`src/rtl/pc_return_stack.sv`:
```
// rtl/pc_return_stack.sv - Return-address stack with next-PC source mux
//
// Holds up to DEPTH 10-bit return addresses. PUSH stores PC_COUNT (CALL or
// interrupt entry), POP discards the top entry (RET or RETI). DIN selects the
// next PC: 0=IR_ADDR, 1=TOS, 2=VECTOR, 3=10'h000. DIN is combinational, so a
// RET with PC_MUX_SEL=1 hands the pre-pop top entry to the PC on the same edge
// that pops it.
//
// Ports:
//   CLK, RST         clock (rising edge), asynchronous active-high reset
//   PC_COUNT [9:0]   value written by a push
//   IR_ADDR  [9:0]   branch/call target
//   PC_MUX_SEL [1:0] DIN source select
//   PUSH, POP        stack operations; both together replace the top entry
//   CLR_ERR          clears OVF/UNF (a coincident new error still sets them)
//   DIN [9:0]        next-PC value
//   TOS [9:0]        top entry, 0 when empty
//   COUNT [6:0]      valid entries; FULL / EMPTY decode it
//   OVF, UNF         sticky push-while-full / pop-while-empty flags
//
// Build option: PC_STACK_WRAP_EN makes a push while full overwrite the oldest
// entry (circular buffer with a base pointer) instead of dropping the push.

module pc_return_stack #(
    parameter int         DEPTH  = 16,
    parameter logic [9:0] VECTOR = 10'h3FF
) (
    input  logic       CLK,
    input  logic       RST,
    input  logic [9:0] PC_COUNT,
    input  logic [9:0] IR_ADDR,
    input  logic [1:0] PC_MUX_SEL,
    input  logic       PUSH,
    input  logic       POP,
    input  logic       CLR_ERR,
    output logic [9:0] DIN,
    output logic [9:0] TOS,
    output logic [6:0] COUNT,
    output logic       FULL,
    output logic       EMPTY,
    output logic       OVF,
    output logic       UNF
);

    localparam int         AW      = $clog2(DEPTH);
    localparam logic [6:0] DEPTH_C = 7'(DEPTH);

    logic [9:0]    mem_q [DEPTH];
    logic [6:0]    count_q, count_d;
    logic          ovf_q, ovf_d;
    logic          unf_q, unf_d;
    logic          ovf_set, unf_set;
    logic          we;
    logic [AW-1:0] wr_idx;
    logic [AW-1:0] rd_idx;
    logic          empty, full;

`ifdef PC_STACK_WRAP_EN
    logic [AW-1:0] base_q, base_d;

    // Reduce base+offset modulo DEPTH; inputs never exceed 2*DEPTH-1.
    function automatic logic [AW-1:0] ring(input logic [7:0] raw);
        logic [7:0] r;
        r = (raw >= 8'(DEPTH)) ? raw - 8'(DEPTH) : raw;
        return AW'(r);
    endfunction

    assign rd_idx = ring(8'(base_q) + 8'(count_q) - 8'd1);
`else
    assign rd_idx = AW'(count_q - 7'd1);
`endif

    assign empty = (count_q == 7'd0);
    assign full  = (count_q == DEPTH_C);

    always_comb begin
        count_d = count_q;
        ovf_set = 1'b0;
        unf_set = 1'b0;
        we      = 1'b0;
        wr_idx  = rd_idx;
`ifdef PC_STACK_WRAP_EN
        base_d  = base_q;
`endif
        if (PUSH && POP && !empty) begin
            // Replace the top entry; depth is unchanged.
            we     = 1'b1;
            wr_idx = rd_idx;
        end else if (PUSH) begin
            // Also covers PUSH+POP on an empty stack, which acts as a push.
            if (!full) begin
                we      = 1'b1;
`ifdef PC_STACK_WRAP_EN
                wr_idx  = ring(8'(base_q) + 8'(count_q));
`else
                wr_idx  = AW'(count_q);
`endif
                count_d = count_q + 7'd1;
            end else begin
                ovf_set = 1'b1;
`ifdef PC_STACK_WRAP_EN
                // Oldest slot becomes the new top; base moves past it.
                we      = 1'b1;
                wr_idx  = base_q;
                base_d  = ring(8'(base_q) + 8'd1);
`endif
            end
        end else if (POP) begin
            if (!empty) begin
                count_d = count_q - 7'd1;
            end else begin
                unf_set = 1'b1;
            end
        end
        ovf_d = ovf_set | (ovf_q & ~CLR_ERR);
        unf_d = unf_set | (unf_q & ~CLR_ERR);
    end

    always_ff @(posedge CLK or posedge RST) begin
        if (RST) begin
            count_q <= 7'd0;
            ovf_q   <= 1'b0;
            unf_q   <= 1'b0;
            for (int i = 0; i < DEPTH; i++) begin
                mem_q[i] <= 10'h000;
            end
`ifdef PC_STACK_WRAP_EN
            base_q  <= '0;
`endif
        end else begin
            count_q <= count_d;
            ovf_q   <= ovf_d;
            unf_q   <= unf_d;
            if (we) begin
                mem_q[wr_idx] <= PC_COUNT;
            end
`ifdef PC_STACK_WRAP_EN
            base_q  <= base_d;
`endif
        end
    end

    assign TOS = empty ? 10'h000 : mem_q[rd_idx];

    always_comb begin
        case (PC_MUX_SEL)
            2'd0:    DIN = IR_ADDR;
            2'd1:    DIN = TOS;
            2'd2:    DIN = VECTOR;
            default: DIN = 10'h000;
        endcase
    end

    assign COUNT = count_q;
    assign FULL  = full;
    assign EMPTY = empty;
    assign OVF   = ovf_q;
    assign UNF   = unf_q;

endmodule

```
`config.mk`:
```
export PLATFORM = sky130hd
export DESIGN_NAME = pc_return_stack
export DESIGN_NICKNAME = d
export VERILOG_FILES = /design/src/rtl/pc_return_stack.sv
export SDC_FILE = /design/constraint.sdc
export NUM_CORES = 1
export LEC_CHECK = 0
export BUFFER_PORTS_ARGS = -buffer_cell sky130_fd_sc_hd__buf_4
export CELL_PAD_IN_SITES_DETAIL_PLACEMENT = 1
export CELL_PAD_IN_SITES_GLOBAL_PLACEMENT = 2
export CORE_ASPECT_RATIO = 2
export CORE_UTILIZATION = 40
export DETAILED_ROUTE_END_ITERATION = 10
export MAX_ROUTING_LAYER = met4
export PLACE_DENSITY_LB_ADDON = 0.1
export SLEW_MARGIN = 20
export SYNTH_ARGS = -nofsm -noshare
export SYNTH_HDL_FRONTEND = slang
export SYNTH_SLANG_ARGS = --single-unit
export TNS_END_PERCENT = 1
```
`constraint.sdc`:
```
create_clock -name CLK -period 5.1 [get_ports CLK]
set_clock_uncertainty 0.15 [all_clocks]
set_input_delay 0.255 -clock CLK [delete_from_list [all_inputs] [get_ports CLK]]
set_output_delay 0.255 -clock CLK [all_outputs]
set_load 0.01 [all_outputs]
```
# Word-level counts from Yosys, hierarchy flattened
# Cells that the tools add are included.
[op_classes] n_eq_ne=5 muxes=25 bitwise_logic=8 order_cmp=3 n_reduce_logical=8 add_sub_neg=2
[op_table] cell="bitwise mux 160 bit" count=1
[op_table] cell="binary-select mux 10 bit (select 4 bit)" count=1
[op_table] cell="demux 10 bit (select 4 bit)" count=1
[op_table] cell="two-way mux 10 bit" count=4
[op_table] cell="case mux 10 bit (3 select lines)" count=1
[op_table] cell="two-way mux 7 bit" count=4
[op_table] cell="two-way mux 4 bit" count=3
[op_table] cell=">= comparator 5 bit (second input constant)" count=2
[op_table] cell="two-way mux 1 bit" count=10
[op_table] cell="NOT 4 -> 5 bit" count=2
[op_table] cell="adder 7 x 1 -> 7 bit (second input constant)" count=1
[op_table] cell="equality test 7 x 5 -> 1 bit (second input constant)" count=1
[op_table] cell="zero test 7 bit" count=1
[op_table] cell="subtractor 7 x 1 -> 7 bit (second input constant)" count=1
[op_table] cell="< comparator 5 x 1 -> 1 bit (second input constant)" count=1
[op_table] cell="!= test 2 bit (second input constant)" count=2
[op_table] cell="AND reduction 4 bit" count=1
[op_table] cell="logical AND 1 bit" count=3
[op_table] cell="bitwise AND 1 bit" count=2
[op_table] cell="equality test 2 x 1 -> 1 bit (second input constant)" count=1
[op_table] cell="equality test 2 bit (second input constant)" count=1
[op_table] cell="zero test 2 bit" count=1
[op_table] cell="NOT 1 bit" count=2
[op_table] cell="OR 1 bit" count=2
[op_table] cell="2 further kinds" count=2
[totals] regBits=169 output_inout_bits=31

# Longest topological paths before layout
# Gate-level depths: netlist of run 1.
[logic_depth] depth_word=10 ltp_mapped=11 depth_no_buf=9

# Worst setup path after synthesis of run 1
# OpenSTA, ideal clock, no wires.
[synth_timing] path_type="flip-flop to flip-flop" startpoint="register count_q[0] (netlist: COUNT[0])" endpoint="register mem_q[120] (netlist name)" setup_ns=0.125 setup_slack_ns=1.565 required_ns=4.825 path_stages_with_launch=11 arrival_ns=3.260 n_path_buf=2 cell_sequence="dfrtp_1 -> buf_2 -> inv_1 -> ha_1 -> or4b_4 -> nor2_1 -> a211o_2 -> mux2_2 -> buf_6 -> nor3_4 -> mux2_2"
[synth_between] elab_chain_len=10 elab_cells_between_ends=18 classes_between="add/sub (1); order compare (2); eq/ne (1); mux (9); bitwise (1); reduce/logical (4)"
[synth_lines] element="start, declared" line_no="49" text="logic [6:0] count_q, count_d;"
[synth_lines] element="start signal, assigned" line_no="131" text="count_q <= count_d;"
[synth_lines] element="subtractor 7 x 1 -> 7 bit (*)"
[synth_lines] element="net rd_idx[0]" line_no="55" text="logic [AW-1:0] rd_idx;"
[synth_lines] element="two-way mux 4 bit" line_no="91" text="if (!full) begin"
[synth_lines] element="two-way mux 4 bit" line_no="89" text="end else if (PUSH) begin"
[synth_lines] element="two-way mux 4 bit (*)" line_no="85" text="if (PUSH && POP && !empty) begin"
[synth_lines] element="NOT 4 -> 5 bit (not written as such) (*)" line_no="135" text="mem_q[wr_idx] <= PC_COUNT;"
[synth_lines] element=">= comparator 5 bit (not written as such) / < comparator 5 x 1 -> 1 bit (equally long branches)" line_no="135"
[synth_lines] element="logical AND 1 bit (not written as such)" line_no="135"
[synth_lines] element="two-way mux 10 bit (not written as such)" line_no="135"
[synth_lines] element="demux 10 bit (select 4 bit) (*)" line_no="135"
[synth_lines] element="bitwise mux 160 bit (*)" line_no="135"
[synth_lines] element="end signal, assigned by index" line_no="125" text="mem_q[i] <= 10'h000;"
[synth_lines] element="end signal, assigned by index" line_no="135"
[synth_lines] element="end, declared" line_no="48" text="logic [9:0] mem_q [DEPTH];"
# Mark *: on every way through the listed nets, which the timed path passes. The rest lies on a longest branch.
# A chain may end at the register's enable or synchronous reset.

# Worst setup path in the final report of run 1
[layout_timing] startpoint="register count_q[1] (netlist: COUNT[1])" endpoint="register mem_q[83] (netlist name)"
[layout_between] elab_chain_len=10 elab_cells_between_ends=18 classes_between="add/sub (1); order compare (2); eq/ne (1); mux (9); bitwise (1); reduce/logical (4)"
[layout_lines] element="subtractor 7 x 1 -> 7 bit (tied with other cells)"
[layout_lines] element="two-way mux 4 bit / zero test 1 bit (equally long branches)"
[layout_lines] element="two-way mux 4 bit / logical AND 1 bit (equally long branches)" line_no="89, 85"
[layout_lines] element="two-way mux 4 bit" line_no="85"
[layout_lines] element="NOT 4 -> 5 bit (not written as such)" line_no="135"
[layout_lines] element=">= comparator 5 bit (not written as such) / < comparator 5 x 1 -> 1 bit (equally long branches)" line_no="135"
[layout_lines] element="logical AND 1 bit (not written as such)" line_no="135"
[layout_lines] element="two-way mux 10 bit (not written as such)" line_no="135"
[layout_lines] element="demux 10 bit (select 4 bit)" line_no="135"
[layout_lines] element="bitwise mux 160 bit" line_no="135"
# Several ways; a longest one is shown, not always the timed one.

==> results of run 1 <==
-- layer usage --
layer	wire (µm)	part of all wire [%]	GRT usage, %
met4	493	2.3	7.96
met1	8340	39	25.3
met3	546	2.5	3.61
met5	0	0	-
met2	12100	56	40.8
-- cells by family (layout without fill, tap and decap cells) --
group                      after synthesis  after routing  share of synthesized area (%)
muxes                                  222            222                           35.5
DFF                                    169            169                           51.1
and+or+nand+nor                         76             76                           6.60
AOI/OAI and AO/OA                       50             50                           3.81
buffers and inverters                   40            102                           2.01
xor gates and xnor gates                 7              7                          0.740
adders and majority gates                2              2                          0.302
-- power by group through the flow --
stage                     Combinational, mW  Sequential [mW]  Clock [mW]
after floorplan                        2.55             2.24           0
after global placement                 3.45             2.34           0
after detailed placement               3.52             2.41           0
after CTS                              3.55             2.39        1.39
after global routing                   3.76             2.47        1.43
final                                  3.48             2.38        1.36
-- sequential cells by signal, indices dropped and copies added, names as in the netlist --
signal  flops
OVF         1
mem_q     160
UNF         1
COUNT       7
-- stage by stage --
stage	area, µm²	std cells
3_3_place_gp	8960	862
3_5_place_dp	8960	862
5_1_grt	9580	894
6_report	9580	894
4_1_cts	9580	894
2_1_floorplan	8280	566
-- cell type report --
type	count	area [µm²]	area share [%]
well taps	266	333	3.47
inverters	8	35.0	0.366
clock inverters	12	176	1.84
multi-input cells	357	3890	40.7
clock buffers	19	433	4.52
repair buffers	63	475	4.96
flip-flops and latches	169	4230	44.2
-- synth_stat cells (all sizes together), types with 4 or more instances --
cell	instances
mux2i	21
clkbuf	21
dfrtp	169
nand2b	15
xnor2	4
nor3	12
o21ai	17
nor2	20
mux2	161
o22ai	11
nand3	13
nand2	7
a21oi	5
inv	8
buf	11
mux4	40
-- path summary, 6_finish.rpt --
| kind | endpoint | cells past startpoint |
|---|---|---|
| worst max-delay path | mem_q[83] | 8 |
| max in group asynchronous | mem_q[62] | 4 |
| worst max register to register | mem_q[83] | 8 |
| worst min register to register | mem_q[12] | 1 |
| worst min-delay path | OVF | 3 |
| min in group asynchronous | mem_q[143] | 3 |
-- critical path: cells and delay by family, from the launching register on --
kind | cells | cell delay [ns]
flip-flops | 1 | 0.46
buffers and inverters | 1 | 0.18
AO/OA/AOI/OAI | 1 | 0.26
multiplexers | 2 | 0.92
adder cells (fa/ha/maj) | 1 | 0.28
AND/OR/NAND/NOR | 3 | 1.46
==> out/qor.csv, run 1 <==
metric;value;unit
Crit Path Max Fanout;10;
H-tree depth;4;
clock network power share;18.8;%
clock latency on the worst-skew pair;0.42;ns
GP Congestion;0.831;
combinational share of power;48.2;%
Final WS setup;1.26;ns
clock transition at the registers of the reported paths;0.06;ns
Vias;5012;
CTS tree;done;
hold slack;0.0139;ns
Synthesized Nets;595;
pre-CTS WS;1.27;ns
unrepaired setup endpoints after global routing;no;
DR vias/cell;5.61;
HP Class;in -> reg;
Finish-stage setup viols;0;
gr usage total;22.6;%
total grt overflow;0;
Least-Margin Pin Slew;1.10;ns
pwr dens;754;mW/mm²
Final ANT Viol Nets;0;
drc violations;0;
TritonRoute pass-1 iters;4;
warnings from Yosys;0;
post-DR wirelength/cell;24.0;µm
mean area per synthesized cell;14.6;µm²
ys flop type;dfrtp_1;
LEAKAGE;4.09;nW
Core Util, Final;47.0;%
commonest non-fill, non-tap cell in the layout;dfrtp_1;
R2R Path Start;COUNT[1];
Critical Path AT;4.00;ns
area growth from synthesis to layout;15.7;%
Worst EP required;5.26;ns
post-layout net count;645;
largest net degree at the start of global routing;90;
Final HPWL DP;15100;µm
critical setup path kind;reg -> reg;
crit-path max cell delay;0.62;ns
clk buf depth;2;
Post-synth EDFFs;0;
Max Cap Viol;0;
Flop pwr share;33.0;%
ANT cells;0;
total power after layout;7.22;mW
Net Sw Power;2.63;mW
Max Slew Vio Count;0;
reg-to-reg setup timing slack;1.26;ns
Final Hold Vio Count;0;
buffer count from post-CTS setup fixing;0;
Root Buffer;clkbuf_16;
filler instances;2083;
Hold Buf Count CTS;1;
Post-Route WL;21500;µm
Tmin final;3.84;ns
most frequent cells in the layout;168 x dfrtp_1, 161 x mux2_2, 62 x buf_4;
Site Rows;74;
status;finished clean;
initial drt markers;144;
global-route wire length before repair;34600;µm
Distinct cells, synth;44;
initial antenna violation count;0;
cts bufs inserted;17;
synthesized flop and latch total;169;
PostCTS Resize Cnt;0;
share of cells above drive strength 1;51.1;%
Crit-path slowest cell;nor3_4;
relative slew slack;26.0;%
DIE AREA;0.0213;mm²
period utilization;75.3;%
switching part of the total;36.4;%
Cell Area, Synth;0.00828;mm²
I/O Pins;58;
f_max;260;MHz
DIE HEIGHT;205;µm
Startpoint Class;register;
I/O Buffers;57;
sinks on the clock net;169;
Setup crit start;COUNT[1];
largest area contributor in the netlist;dfrtp_1;
kind of end point of the critical path;register;
vias in the first global route;5762;
sequential area share after synthesis;51.1;%
Synth top area share;51.1;%
synth top area cells;dfrtp_1 51%, mux2_2 22%, mux4_2 11%;
Synth Instances;566;
Post-synth ARST share;100;%
placeable core area;0.0204;mm²
peak supply drop;0.000324;V
setup TNS;0;ns
die width;104;µm
Pint;4.59;mW
crit-path cells;inv_1, ha_2, or4b_4, nor2_1, a211o_2, mux2_2, nor3_4, mux2_2;
starting density of the core;40.7;%
min-delay src;CLR_ERR;
critical path's most frequent cell;mux2_2;
(Power assumes the default switching activity.)
==> run 2, diff against run 1 <==
==> constraint.sdc (replaced) <==
create_clock -name CLK -period 3.3 [get_ports CLK]
set_clock_uncertainty 0.15 [all_clocks]
set_input_delay 0.165 -clock CLK [delete_from_list [all_inputs] [get_ports CLK]]
set_output_delay 0.165 -clock CLK [all_outputs]
set_load 0.01 [all_outputs]
==> run 2 against run 1 <==
Against the previous run:
- critical path depth grew 2
- routed wire length is 5.3% higher
- first-iteration DRC count rose by 1.4%
- worst hold slack improved by 0.010 ns
- worst setup slack lost 1.2 ns
- final area rose by 5.2%
- highest routed layer unchanged
==> out/qor.csv, run 2 (same netlist as run 1, synthesis figures left out) <==
metric;value;unit;change
status;finished clean;;
Crit Path Max Fanout;10;;unchanged
die width;104;µm;unchanged
share of cells above drive strength 1;53.6;%;+2.5 points
crit path buf inv count;3;;+2
switching part of the total;36.4;%;about the same
LEAKAGE;4.32;nW;+5.7%
R2R Path Start;COUNT[0];;
clock transition at the registers of the reported paths;0.07;ns;about the same
Max Slew Vio Count;0;;unchanged
crit-path cells;inv_1, ha_4, nor4b_4, nand2b_2, a211o_2, mux2i_4, buf_4, nor3_4, buf_4, mux2_2;;
cts bufs inserted;17;;unchanged
clock network power share;18.2;%;-0.6 points
initial antenna violation count;0;;unchanged
total power after layout;11.7;mW;+62%
critical path's most frequent cell;buf_4;;
Post-Place Cells;889;;+3.1%
Startpoint Class;register;;
initial drt markers;146;;+1.4%
f_max;313;MHz;+20%
fin cells;936;;+4.7%
Critical Path AT;3.37;ns;-0.63 ns
global-route wire length before repair;36100;µm;+4.3%
largest net degree at the start of global routing;55;;-39%
FF-to-FF path depth;10;;+2
placeable core area;0.0204;mm²;unchanged
combinational share of power;50.4;%;+2.2 points
Final HPWL DP;16600;µm;+9.4%
WP depth;10;;+2
H-tree depth;4;;unchanged
crit-path max cell delay;0.45;ns;-0.17 ns
Net Sw Power;4.25;mW;+62%
Post-Route WL;22600;µm;+5.3%
Final Hold Vio Count;0;;unchanged
Setup crit start;COUNT[0];;
vias in the first global route;6097;;+5.8%
I/O Pins;58;;unchanged
pre-CTS WS;0.0482;ns;-1.22 ns
CTS tree;done;;
drc violations;0;;unchanged
clock latency on the worst-skew pair;0.44;ns;+0.02 ns
commonest non-fill, non-tap cell in the layout;dfrtp_1;;
Worst EP required;3.47;ns;-1.79 ns
Crit-path slowest cell;a211o_2;;
period utilization;96.9;%;+22 points
peak supply drop;0.000798;V;+150%
Finish-stage setup viols;0;;unchanged
Max Cap Viol;0;;unchanged
Flop pwr share;31.4;%;-1.6 points
post-DR wirelength/cell;24.2;µm;+0.54%
gr usage total;23.7;%;+1.0 points
CP top delay family;multiplexers;;
Largest register FFs;160;;unchanged
sinks on the clock net;169;;unchanged
starting density of the core;40.7;%;unchanged
unrepaired setup endpoints after global routing;yes;;
Final ANT Viol Nets;0;;unchanged
crit path to;mem_q[111];;
filler instances;2041;;-2.0%
Least-Margin Pin Slew;0.759;ns;-0.345 ns
Pint;7.42;mW;+62%
area growth from synthesis to layout;21.7;%;
hold slack;0.0244;ns;+0.0105 ns
relative slew slack;49.3;%;+23 points
ANT cells;0;;unchanged
kind of end point of the critical path;register;;
reg-to-reg setup timing slack;0.10;ns;-1.16 ns
total grt overflow;0;;unchanged
most frequent cells in the layout;168 x dfrtp_1, 160 x mux2_2, 82 x buf_4;;
clk buf depth;2;;unchanged
Site Rows;74;;unchanged
pwr dens;1160;mW/mm²;+54%
I/O Buffers;57;;unchanged
post-layout net count;686;;+6.4%
GP Congestion;0.863;;+3.9%
DIE HEIGHT;205;µm;unchanged
WHS Path Cells;2;;-1
critical setup path kind;reg -> reg;;
DR vias/cell;5.58;;-0.54%
Vias;5219;;+4.1%
Tmin final;3.20;ns;-0.642 ns
HP Class;in -> reg;;
Final WS setup;0.102;ns;-1.16 ns
DIE AREA;0.0213;mm²;unchanged
TritonRoute pass-1 iters;6;;+2
Root Buffer;clkbuf_16;;
Top reg by flops;mem_q;;
FF-to-FF End;mem_q[111];;
-- run 2: how the worst min path moves through the flow --
| stage | slack (ns) | startpoint | end |
|---|---|---|---|
| after floorplan | 0.17 | PC_COUNT[0] | mem_q[120] |
| after global placement | 0.17 | RST | mem_q[91] |
| after detailed placement | 0.19 | RST | mem_q[91] |
| after CTS | 0.008 | PC_COUNT[8] | mem_q[8] |
| after global routing | 0.009 | PC_COUNT[8] | mem_q[158] |
| final | 0.02 | PC_COUNT[8] | mem_q[158] |
-- run 2: metal layers --
layer	GRT usage (%)	vias up	routed length, µm
li1	-	2291	-
met1	25.3	2814	8670
met2	44.1	83	13100
met3	3.26	31	384
met4	9.08	0	480
met5	-	-	0
-- run 2: area by class of cell --
type | instances | area [µm²] | area share, %
Sequential cell | 169 | 4230 | 42.0
Multi-Input combinational cell | 357 | 3950 | 39.1
Timing Repair Buffer | 104 | 905 | 8.98
Clock buffer | 20 | 467 | 4.63
Tap cell | 266 | 333 | 3.30
Clock inverter | 12 | 165 | 1.64
Inverter | 8 | 33.8 | 0.335
-- run 2: stage by stage --
| stage | setup TNS [ns] | util, % | area [µm²] |
|---|---|---|---|
| after detailed placement | 0 | 45.3 | 9230 |
| final | 0 | 49.5 | 10100 |
| after floorplan | -15.91 | - | 8280 |
| after CTS | 0 | 49.1 | 10000 |
| after global routing | -0.163 | 49.5 | 10100 |
| after global placement | 0 | 45.3 | 9230 |
-- run 2: repair_timing --
item	CTS	global route
pin swaps	0	0
buffers inserted	0	3
resized for setup	4	12
hold endpoints to repair	174	0
hold buffers	12	0
setup endpoints to repair	9	147
-- run 2: power by group through the flow --
stage                     combinational (mW)  sequential, mW  clock, mW
after CTS                               5.81            3.67       2.17
after global placement                  5.61            3.62          0
after global routing                    6.32            3.78       2.24
after floorplan                         3.94            3.46          0
after detailed placement                5.75            3.71          0
final                                   5.89            3.66       2.12
